**src/rtl/rf_wb_arbiter_if.sv**
```systemverilog
`default_nettype none
// ============================================================================
// Module      : rf_wb_arbiter_if
// Description : Bundle of the WB-stage, MDU, hazard-lookup and register-file
//               write-port signals around the writeback arbiter.
// Revision    : 1.0 - initial release
// ============================================================================
interface rf_wb_arbiter_if;
   logic        pipe_we_i;
   logic [4:0]  pipe_addr_i;
   logic [31:0] pipe_data_i;
   logic        mdu_valid_i;
   logic [4:0]  mdu_addr_i;
   logic [31:0] mdu_data_i;
   logic        mdu_ready_o;
   logic [4:0]  rs_addr_i;
   logic [4:0]  rt_addr_i;
   logic        rs_pend_o;
   logic        rt_pend_o;
   logic        stall_o;
   logic        rf_we_o;
   logic [4:0]  rf_addr_o;
   logic [31:0] rf_data_o;

   // Arbiter side
   modport slave (
      input  pipe_we_i, pipe_addr_i, pipe_data_i,
      input  mdu_valid_i, mdu_addr_i, mdu_data_i,
      output mdu_ready_o,
      input  rs_addr_i, rt_addr_i,
      output rs_pend_o, rt_pend_o, stall_o,
      output rf_we_o, rf_addr_o, rf_data_o
   );

   // Pipeline / MDU / register-file side
   modport master (
      output pipe_we_i, pipe_addr_i, pipe_data_i,
      output mdu_valid_i, mdu_addr_i, mdu_data_i,
      input  mdu_ready_o,
      output rs_addr_i, rt_addr_i,
      input  rs_pend_o, rt_pend_o, stall_o,
      input  rf_we_o, rf_addr_o, rf_data_o
   );
endinterface
`default_nettype wire

```
**src/rtl/rf_wb_arbiter.sv**
```systemverilog
`default_nettype none
// ============================================================================
// Module      : rf_wb_arbiter
// Description : Shares the register-file write port between the pipeline WB
//               stage (priority) and a FIFO of MDU results. Kills stale queued
//               writes for WAW ordering, reports pending destinations and
//               raises a one-cycle stall when the FIFO starves.
// Revision    : 1.0 - initial release
// ============================================================================
module rf_wb_arbiter #(
   parameter int DEPTH      = 4,
   parameter int STARVE_MAX = 8
) (
   input  logic             clk_i,
   input  logic             rst_i,
   rf_wb_arbiter_if.slave   bus
);

   localparam int c_PW = $clog2(DEPTH);
   localparam int c_CW = $clog2(DEPTH + 1);
   localparam int c_SW = $clog2(STARVE_MAX + 1);

   logic [4:0]       r_addr [DEPTH];
   logic [31:0]      r_data [DEPTH];
   logic [DEPTH-1:0] r_valid;
   logic [DEPTH-1:0] r_kill;
   logic [c_PW-1:0]  r_wr_ptr;
   logic [c_PW-1:0]  r_rd_ptr;
   logic [c_CW-1:0]  r_count;
   logic [c_SW-1:0]  r_starve;
   logic             r_stall;
   logic             r_rf_we;
   logic [4:0]       r_rf_addr;
   logic [31:0]      r_rf_data;

   logic             w_full;
   logic             w_empty;
   logic             w_pipe_win;
   logic             w_pop;
   logic             w_push;
   logic             w_push_kill;
   logic             w_rs_hit;
   logic             w_rt_hit;
   logic [c_SW-1:0]  w_starve_inc;

   assign w_full       = (r_count == c_CW'(DEPTH));
   assign w_empty      = (r_count == '0);
   // While stalled the pipeline request is ignored; it is re-presented next cycle.
   assign w_pipe_win   = bus.pipe_we_i && !r_stall;
   assign w_pop        = !w_pipe_win && !w_empty;
   // Readiness uses the pre-pop full flag, so no push when full even if popping.
   assign w_push       = bus.mdu_valid_i && !w_full;
   // r0 results and results overtaken by a same-cycle pipe write enter dead.
   assign w_push_kill  = (bus.mdu_addr_i == 5'd0) ||
                         (w_pipe_win && (bus.mdu_addr_i == bus.pipe_addr_i));
   assign w_starve_inc = r_starve + c_SW'(1);

   assign bus.mdu_ready_o = !w_full;
   assign bus.stall_o     = r_stall;
   assign bus.rf_we_o     = r_rf_we;
   assign bus.rf_addr_o   = r_rf_addr;
   assign bus.rf_data_o   = r_rf_data;
   assign bus.rs_pend_o   = w_rs_hit && (bus.rs_addr_i != 5'd0);
   assign bus.rt_pend_o   = w_rt_hit && (bus.rt_addr_i != 5'd0);

   // Pending lookup: any live, non-killed entry matching the decode addresses.
   always_comb begin
      w_rs_hit = 1'b0;
      w_rt_hit = 1'b0;
      for (int i = 0; i < DEPTH; i++) begin
         if (r_valid[i] && !r_kill[i] && (r_addr[i] == bus.rs_addr_i)) w_rs_hit = 1'b1;
         if (r_valid[i] && !r_kill[i] && (r_addr[i] == bus.rt_addr_i)) w_rt_hit = 1'b1;
      end
   end

   // FIFO payload storage; only meaningful where r_valid is set.
   always_ff @(posedge clk_i) begin
      if (w_push) begin
         r_addr[r_wr_ptr] <= bus.mdu_addr_i;
         r_data[r_wr_ptr] <= bus.mdu_data_i;
      end
   end

   // FIFO control: pointers, occupancy, per-entry valid and kill flags.
   always_ff @(posedge clk_i or posedge rst_i) begin
      if (rst_i) begin
         r_wr_ptr <= '0;
         r_rd_ptr <= '0;
         r_count  <= '0;
         r_valid  <= '0;
         r_kill   <= '0;
      end else begin
         if (w_push) r_wr_ptr <= r_wr_ptr + c_PW'(1);
         if (w_pop)  r_rd_ptr <= r_rd_ptr + c_PW'(1);
         case ({w_push, w_pop})
            2'b10:   r_count <= r_count + c_CW'(1);
            2'b01:   r_count <= r_count - c_CW'(1);
            default: r_count <= r_count;
         endcase
         for (int i = 0; i < DEPTH; i++) begin
            if (w_push && (r_wr_ptr == c_PW'(i))) begin
               r_valid[i] <= 1'b1;
               r_kill[i]  <= w_push_kill;
            end else if (w_pop && (r_rd_ptr == c_PW'(i))) begin
               r_valid[i] <= 1'b0;
               r_kill[i]  <= 1'b0;
            end else if (w_pipe_win && r_valid[i] && (r_addr[i] == bus.pipe_addr_i)) begin
               r_kill[i]  <= 1'b1;
            end
         end
      end
   end

   // Registered write-port arbitration plus starvation counter and stall pulse.
   always_ff @(posedge clk_i or posedge rst_i) begin
      if (rst_i) begin
         r_rf_we   <= 1'b0;
         r_rf_addr <= '0;
         r_rf_data <= '0;
         r_starve  <= '0;
         r_stall   <= 1'b0;
      end else begin
         if (w_pipe_win) begin
            r_rf_we   <= (bus.pipe_addr_i != 5'd0);
            r_rf_addr <= bus.pipe_addr_i;
            r_rf_data <= bus.pipe_data_i;
         end else if (w_pop) begin
            r_rf_we   <= !r_kill[r_rd_ptr] && (r_addr[r_rd_ptr] != 5'd0);
            r_rf_addr <= r_addr[r_rd_ptr];
            r_rf_data <= r_data[r_rd_ptr];
         end else begin
            r_rf_we   <= 1'b0;
         end

         // Non-empty and not popping means the pipeline beat the FIFO.
         if (w_empty || w_pop) begin
            r_starve <= '0;
            r_stall  <= 1'b0;
         end else if (w_starve_inc == c_SW'(STARVE_MAX)) begin
            r_starve <= '0;
            r_stall  <= 1'b1;
         end else begin
            r_starve <= w_starve_inc;
            r_stall  <= 1'b0;
         end
      end
   end

endmodule
`default_nettype wire
```
**src/flat_wrapper.sv**
```systemverilog
// flat-port wrapper written by rule: the top's interface ports become plain ports
module rf_wb_arbiter_flat 
#(
   parameter int DEPTH      = 4,
   parameter int STARVE_MAX = 8
)
  (clk_i, rst_i, bus_pipe_we_i, bus_pipe_addr_i, bus_pipe_data_i, bus_mdu_valid_i, bus_mdu_addr_i, bus_mdu_data_i, bus_mdu_ready_o, bus_rs_addr_i, bus_rt_addr_i, bus_rs_pend_o, bus_rt_pend_o, bus_stall_o, bus_rf_we_o, bus_rf_addr_o, bus_rf_data_o);
  rf_wb_arbiter_if bus_i ();
  input  logic clk_i;
  input  logic rst_i;
  input wire logic [$bits(bus_i.pipe_we_i)-1:0] bus_pipe_we_i;
  input wire logic [$bits(bus_i.pipe_addr_i)-1:0] bus_pipe_addr_i;
  input wire logic [$bits(bus_i.pipe_data_i)-1:0] bus_pipe_data_i;
  input wire logic [$bits(bus_i.mdu_valid_i)-1:0] bus_mdu_valid_i;
  input wire logic [$bits(bus_i.mdu_addr_i)-1:0] bus_mdu_addr_i;
  input wire logic [$bits(bus_i.mdu_data_i)-1:0] bus_mdu_data_i;
  output wire logic [$bits(bus_i.mdu_ready_o)-1:0] bus_mdu_ready_o;
  input wire logic [$bits(bus_i.rs_addr_i)-1:0] bus_rs_addr_i;
  input wire logic [$bits(bus_i.rt_addr_i)-1:0] bus_rt_addr_i;
  output wire logic [$bits(bus_i.rs_pend_o)-1:0] bus_rs_pend_o;
  output wire logic [$bits(bus_i.rt_pend_o)-1:0] bus_rt_pend_o;
  output wire logic [$bits(bus_i.stall_o)-1:0] bus_stall_o;
  output wire logic [$bits(bus_i.rf_we_o)-1:0] bus_rf_we_o;
  output wire logic [$bits(bus_i.rf_addr_o)-1:0] bus_rf_addr_o;
  output wire logic [$bits(bus_i.rf_data_o)-1:0] bus_rf_data_o;
  assign bus_i.pipe_we_i = bus_pipe_we_i;
  assign bus_i.pipe_addr_i = bus_pipe_addr_i;
  assign bus_i.pipe_data_i = bus_pipe_data_i;
  assign bus_i.mdu_valid_i = bus_mdu_valid_i;
  assign bus_i.mdu_addr_i = bus_mdu_addr_i;
  assign bus_i.mdu_data_i = bus_mdu_data_i;
  assign bus_mdu_ready_o = bus_i.mdu_ready_o;
  assign bus_i.rs_addr_i = bus_rs_addr_i;
  assign bus_i.rt_addr_i = bus_rt_addr_i;
  assign bus_rs_pend_o = bus_i.rs_pend_o;
  assign bus_rt_pend_o = bus_i.rt_pend_o;
  assign bus_stall_o = bus_i.stall_o;
  assign bus_rf_we_o = bus_i.rf_we_o;
  assign bus_rf_addr_o = bus_i.rf_addr_o;
  assign bus_rf_data_o = bus_i.rf_data_o;
  rf_wb_arbiter #(.DEPTH(DEPTH), .STARVE_MAX(STARVE_MAX)) u_core (.clk_i(clk_i), .rst_i(rst_i), .bus(bus_i));
endmodule
```
**config.mk**
```make
export PLATFORM = sky130hd
export DESIGN_NAME = rf_wb_arbiter_flat
export DESIGN_NICKNAME = d
export VERILOG_FILES = /design/src/rtl/rf_wb_arbiter_if.sv /design/src/rtl/rf_wb_arbiter.sv /design/src/flat_wrapper.sv
export SDC_FILE = /design/constraint.sdc
export NUM_CORES = 1
export LEC_CHECK = 0
export CAP_MARGIN = 10
export CORE_MARGIN = 2
export CORE_UTILIZATION = 30
export DETAILED_ROUTE_END_ITERATION = 7
export PLACE_DENSITY = 0.46
export SYNTH_ARGS = -nofsm -noshare
export SYNTH_HDL_FRONTEND = slang
export SYNTH_SLANG_ARGS = --single-unit
```
**constraint.sdc**
```tcl
create_clock -name clk_i -period 6.8 [get_ports clk_i]
set_clock_uncertainty 0.15 [all_clocks]
set_input_delay 1.7 -clock clk_i [delete_from_list [all_inputs] [get_ports clk_i]]
set_output_delay 1.7 -clock clk_i [all_outputs]
set_load 0.005 [all_outputs]
```
==> flow_metrics.py <==
metrics = {
    "outcome": {
        "status": "finished, final reports clean",
    },
    "clock_tree": {
        "ctsResizeCount": 0,
        "cts_hold_buf": 0,
        "clock_latency_ns": 0.50,
        "tritoncts": "built",
        "cts_made_buffers": 23,
        "post_cts_buffers": 0,
        "htree_levels": 1,
        "clock_path_buffers": 3,
        "cts-root-buf": "clkbuf_16",
        "clkTransAtPathRegs_ns": 0.05,
        "clock_sinks": 206,
    },
    "logic_synthesis": {
        "synth_ff_type": "edfxtp_1",
        "yosys_warnings": 0,
        "ys_types": 32,
        "netlist_area_um2": 8960,
        "async_flop_share_pct": 28.2,
        "avgSynthCellArea_um2": 15.3,
        "synth_seq_cells": 206,
        "syn_nets": 686,
        "ys_seq_area_share_pct": 65.8,
        "synthCells": 587,
        "synth-edff-count": 148,
    },
    "timing": {
        "finalMaxSlewViolations": 0,
        "final_hold_viol_count": 0,
        "fin_crit_sh_pct": 79.7,
        "fin_ws_ns": 1.38,
        "setup_tns_ns": 0,
        "worst_slew_pin_slew_ns": 1.06,
        "rsz0062_at_grt": "no",
        "setup_viol": 0,
        "whs_ns": 0.320,
        "max_slew_margin_pct": 29.2,
        "clock.fmax_ghz": 0.185,
        "min_period_ns": 5.42,
    },
    "routing": {
        "wl_um": 22000,
        "routedWlPerCell_um": 19.6,
        "wl_met3_um": 1450,
        "met2WireLength_um": 10300,
        "vias": 5208,
        "maxUsedRoutingLayer": "met4",
        "vias_per_cell": 4.65,
        "drt_first_pass_iters": 4,
        "route.layer.met1.wl_um": 9680,
        "drc": 0,
        "ant_nets": 0,
        "drt-initial-drc-count": 296,
    },
    "critical_path": {
        "rrSetupSlack_ns": 4.34,
        "crit_path_frequent_cell": "clkdlybuf4s50_1",
        "rr_worst_depth": 5,
        "cp.arrival_ns": 3.57,
        "cp_cell_sequence": "clkdlybuf4s50_1 -> xnor2_1 -> nand4_1 -> nor3_1 -> nor4_1 -> a21oi_1 -> clkdlybuf4s50_1",
        "r2r-start": "u_core.r_count[0]$_DFFE_PP0P_",
        "worst_ep_required_time_ns": 4.95,
        "cp_slowest_cell": "clkdlybuf4s50_1",
        "worstSetupStartpointType": "input pin",
        "end_kind": "primary output",
        "crit_type": "input pin to primary output",
        "slowest_delay_ns": 0.62,
        "r2r_end": "u_core.r_data[2][6]$_DFFE_PP_",
        "cp_max_fo": 5,
    },
    "die": {
        "chipWidth_um": 177,
        "dieArea_um2": 31300,
        "rows": 63,
        "core_area_um2": 29600,
        "ios": 130,
        "die_y_um": 177,
        "start_util_pct": 30.3,
    },
    "hold_path": {
        "min_to": "u_core.r_starve[0]$_DFF_PP0_",
        "min_path_cells": 1,
        "hold_start": "u_core.r_starve[0]$_DFF_PP0_",
        "hold_path.class": "flop to flop",
    },
    "global_route": {
        "track_usage_pct": 14.2,
        "overflow": 0,
        "grt_pass1_vias": 5650,
        "grt_max_degree": 84,
        "grt_pass1_wl_um": 33600,
        "antenna_found_initial": 4,
    },
    "cells_and_area": {
        "area_delta_synth_final_pct": 26.9,
        "nets": 807,
        "drive_gt1_share_pct": 12.0,
    },
    "place": {
        "dp_hpwl_um": 14000,
        "pre_cts_ws_ns": 1.39,
        "gp_congestion": 0.853,
        "port_buffers": 129,
    },
    "pwr": {
        "ir_drop_v": 0.000159,
        "cellLeakagePower_nw": 4.19,
        "p_per_area_nw_per_um2": 382,
        "p_total_mw": 4.34,
    },
    "run": {
        "drv_cap": 0,
    },
}
## placed cells by master, fill, tap and decap left out, types with 5 or more instances in the layout
master | netlist | routed
edfxtp_1 | 148 | 148
clkdlybuf4s50_1 | 0 | 129
nand2_1 | 59 | 59
xnor2_1 | 57 | 57
dfrtp_1 | 58 | 56
o21ai_0 | 44 | 44
mux2i_1 | 42 | 42
mux4_2 | 36 | 36
clkbuf_16 | 0 | 24
xor2_1 | 15 | 15
nor3_1 | 12 | 12
nor2_1 | 12 | 12
nand4_1 | 12 | 12
ha_1 | 10 | 10
inv_1 | 14 | 9
clkinv_2 | 0 | 9
nand3_1 | 5 | 5
inv_2 | 0 | 5
buf_4 | 1 | 5
## area by class of cell
type	count	area, um^2
fill	2788	18200
inverter	14	52.6
multi-input combinational	329	2860
clock buffer	29	629
timing repair buffer	134	1330
tap	390	488
sequential	206	5900
clock inverter	13	104
antenna	4	10.0
## critical path, delay by kind of cell
kind | cells | cell delay [ns]
buffers and inverters | 2 | 1.13
xor gates and xnor gates | 1 | 0.18
AOI/OAI and AO/OA | 1 | 0.13
and+or+nand+nor | 3 | 0.42
## per-stage QoR
step	instances	cell area, um^2	util, %
5_1_grt	1116	11400	38.4
2_1_floorplan	587	8960	-
6_report	1119	11400	38.5
3_3_place_gp	1073	10600	35.9
3_5_place_dp	1073	10600	35.9
4_1_cts	1115	11400	38.4
## cells in the mapped netlist (2+ instances only)
cell,number,area (um^2)
mux4_2,36,811
buf_2,7,35.0
a21oi_1,4,20.0
mux2i_1,42,420
ha_1,10,125
edfxtp_1,148,4440
dfrtp_1,58,1450
nand2b_1,4,25.0
nand3_1,5,25.0
buf_1,2,7.51
mux4_1,2,52.6
inv_1,14,52.6
or4_1,3,22.5
xnor2_1,57,499
o21ai_0,44,220
xor2_1,15,131
or3_1,2,12.5
nor4_1,3,18.8
nand4_1,12,75.1
nor3_1,12,60.1
nand2_1,59,221
nor2_1,12,45.0
clkbuf_1,27,101
## worst max path at each step
stage | from | to | slack (ns) | depth (start not counted)
after global routing | bus_rt_addr_i[1] | bus_rt_pend_o | 1.24 | 7
after global placement | bus_rs_addr_i[2] | bus_rs_pend_o | 1.49 | 7
after floorplan | bus_rs_addr_i[1] | bus_rs_pend_o | 2.41 | 6
after CTS | bus_rs_addr_i[0] | bus_rs_pend_o | 1.37 | 7
final | bus_rs_addr_i[2] | bus_rs_pend_o | 1.38 | 7
after detailed placement | bus_rs_addr_i[0] | bus_rs_pend_o | 1.39 | 7
## routing by layer
| layer | GRT usage (%) | vias up |
|---|---|---|
| li1 | - | 2421 |
| met3 | 3.69 | 35 |
| met4 | 4.17 | 0 |
| met5 | 0 | - |
| met2 | 23.5 | 157 |
| met1 | 18.5 | 2595 |
## power breakdown
part	switching (mW)	leakage, nW	internal, mW
logic	0.662	1.76	0.655
registers	0.164	2.06	1.68
clock network	0.486	0.370	0.698
total	1.31	4.19	3.03
## registers in the layout, indices dropped and copies added, names as in the netlist
signal	count
u_core.bus.rf_addr_o	5
u_core.r_count	3
u_core.r_rd_ptr	2
u_core.r_addr	20
u_core.r_kill	4
u_core.bus.rf_data_o	32
u_core.r_wr_ptr	2
u_core.r_valid	4
u_core.bus.rf_we_o	1
u_core.bus.stall_o	1
u_core.r_starve	4
u_core.r_data	128
## cell families (layout without fill, tap and decap cells)
logic type,count (synthesis),after routing,synth area share [%]
adder cells (fa/ha/maj),11,11,1.62
flip-flops,206,206,65.8
AND/OR/NAND/NOR,115,115,5.85
other,0,4,0
buffers and inverters,52,190,2.40
XOR/XNOR,72,72,7.04
AO/OA/AOI/OAI,51,51,2.95
multiplexers,80,80,14.3
(Power assumes the default switching activity.)
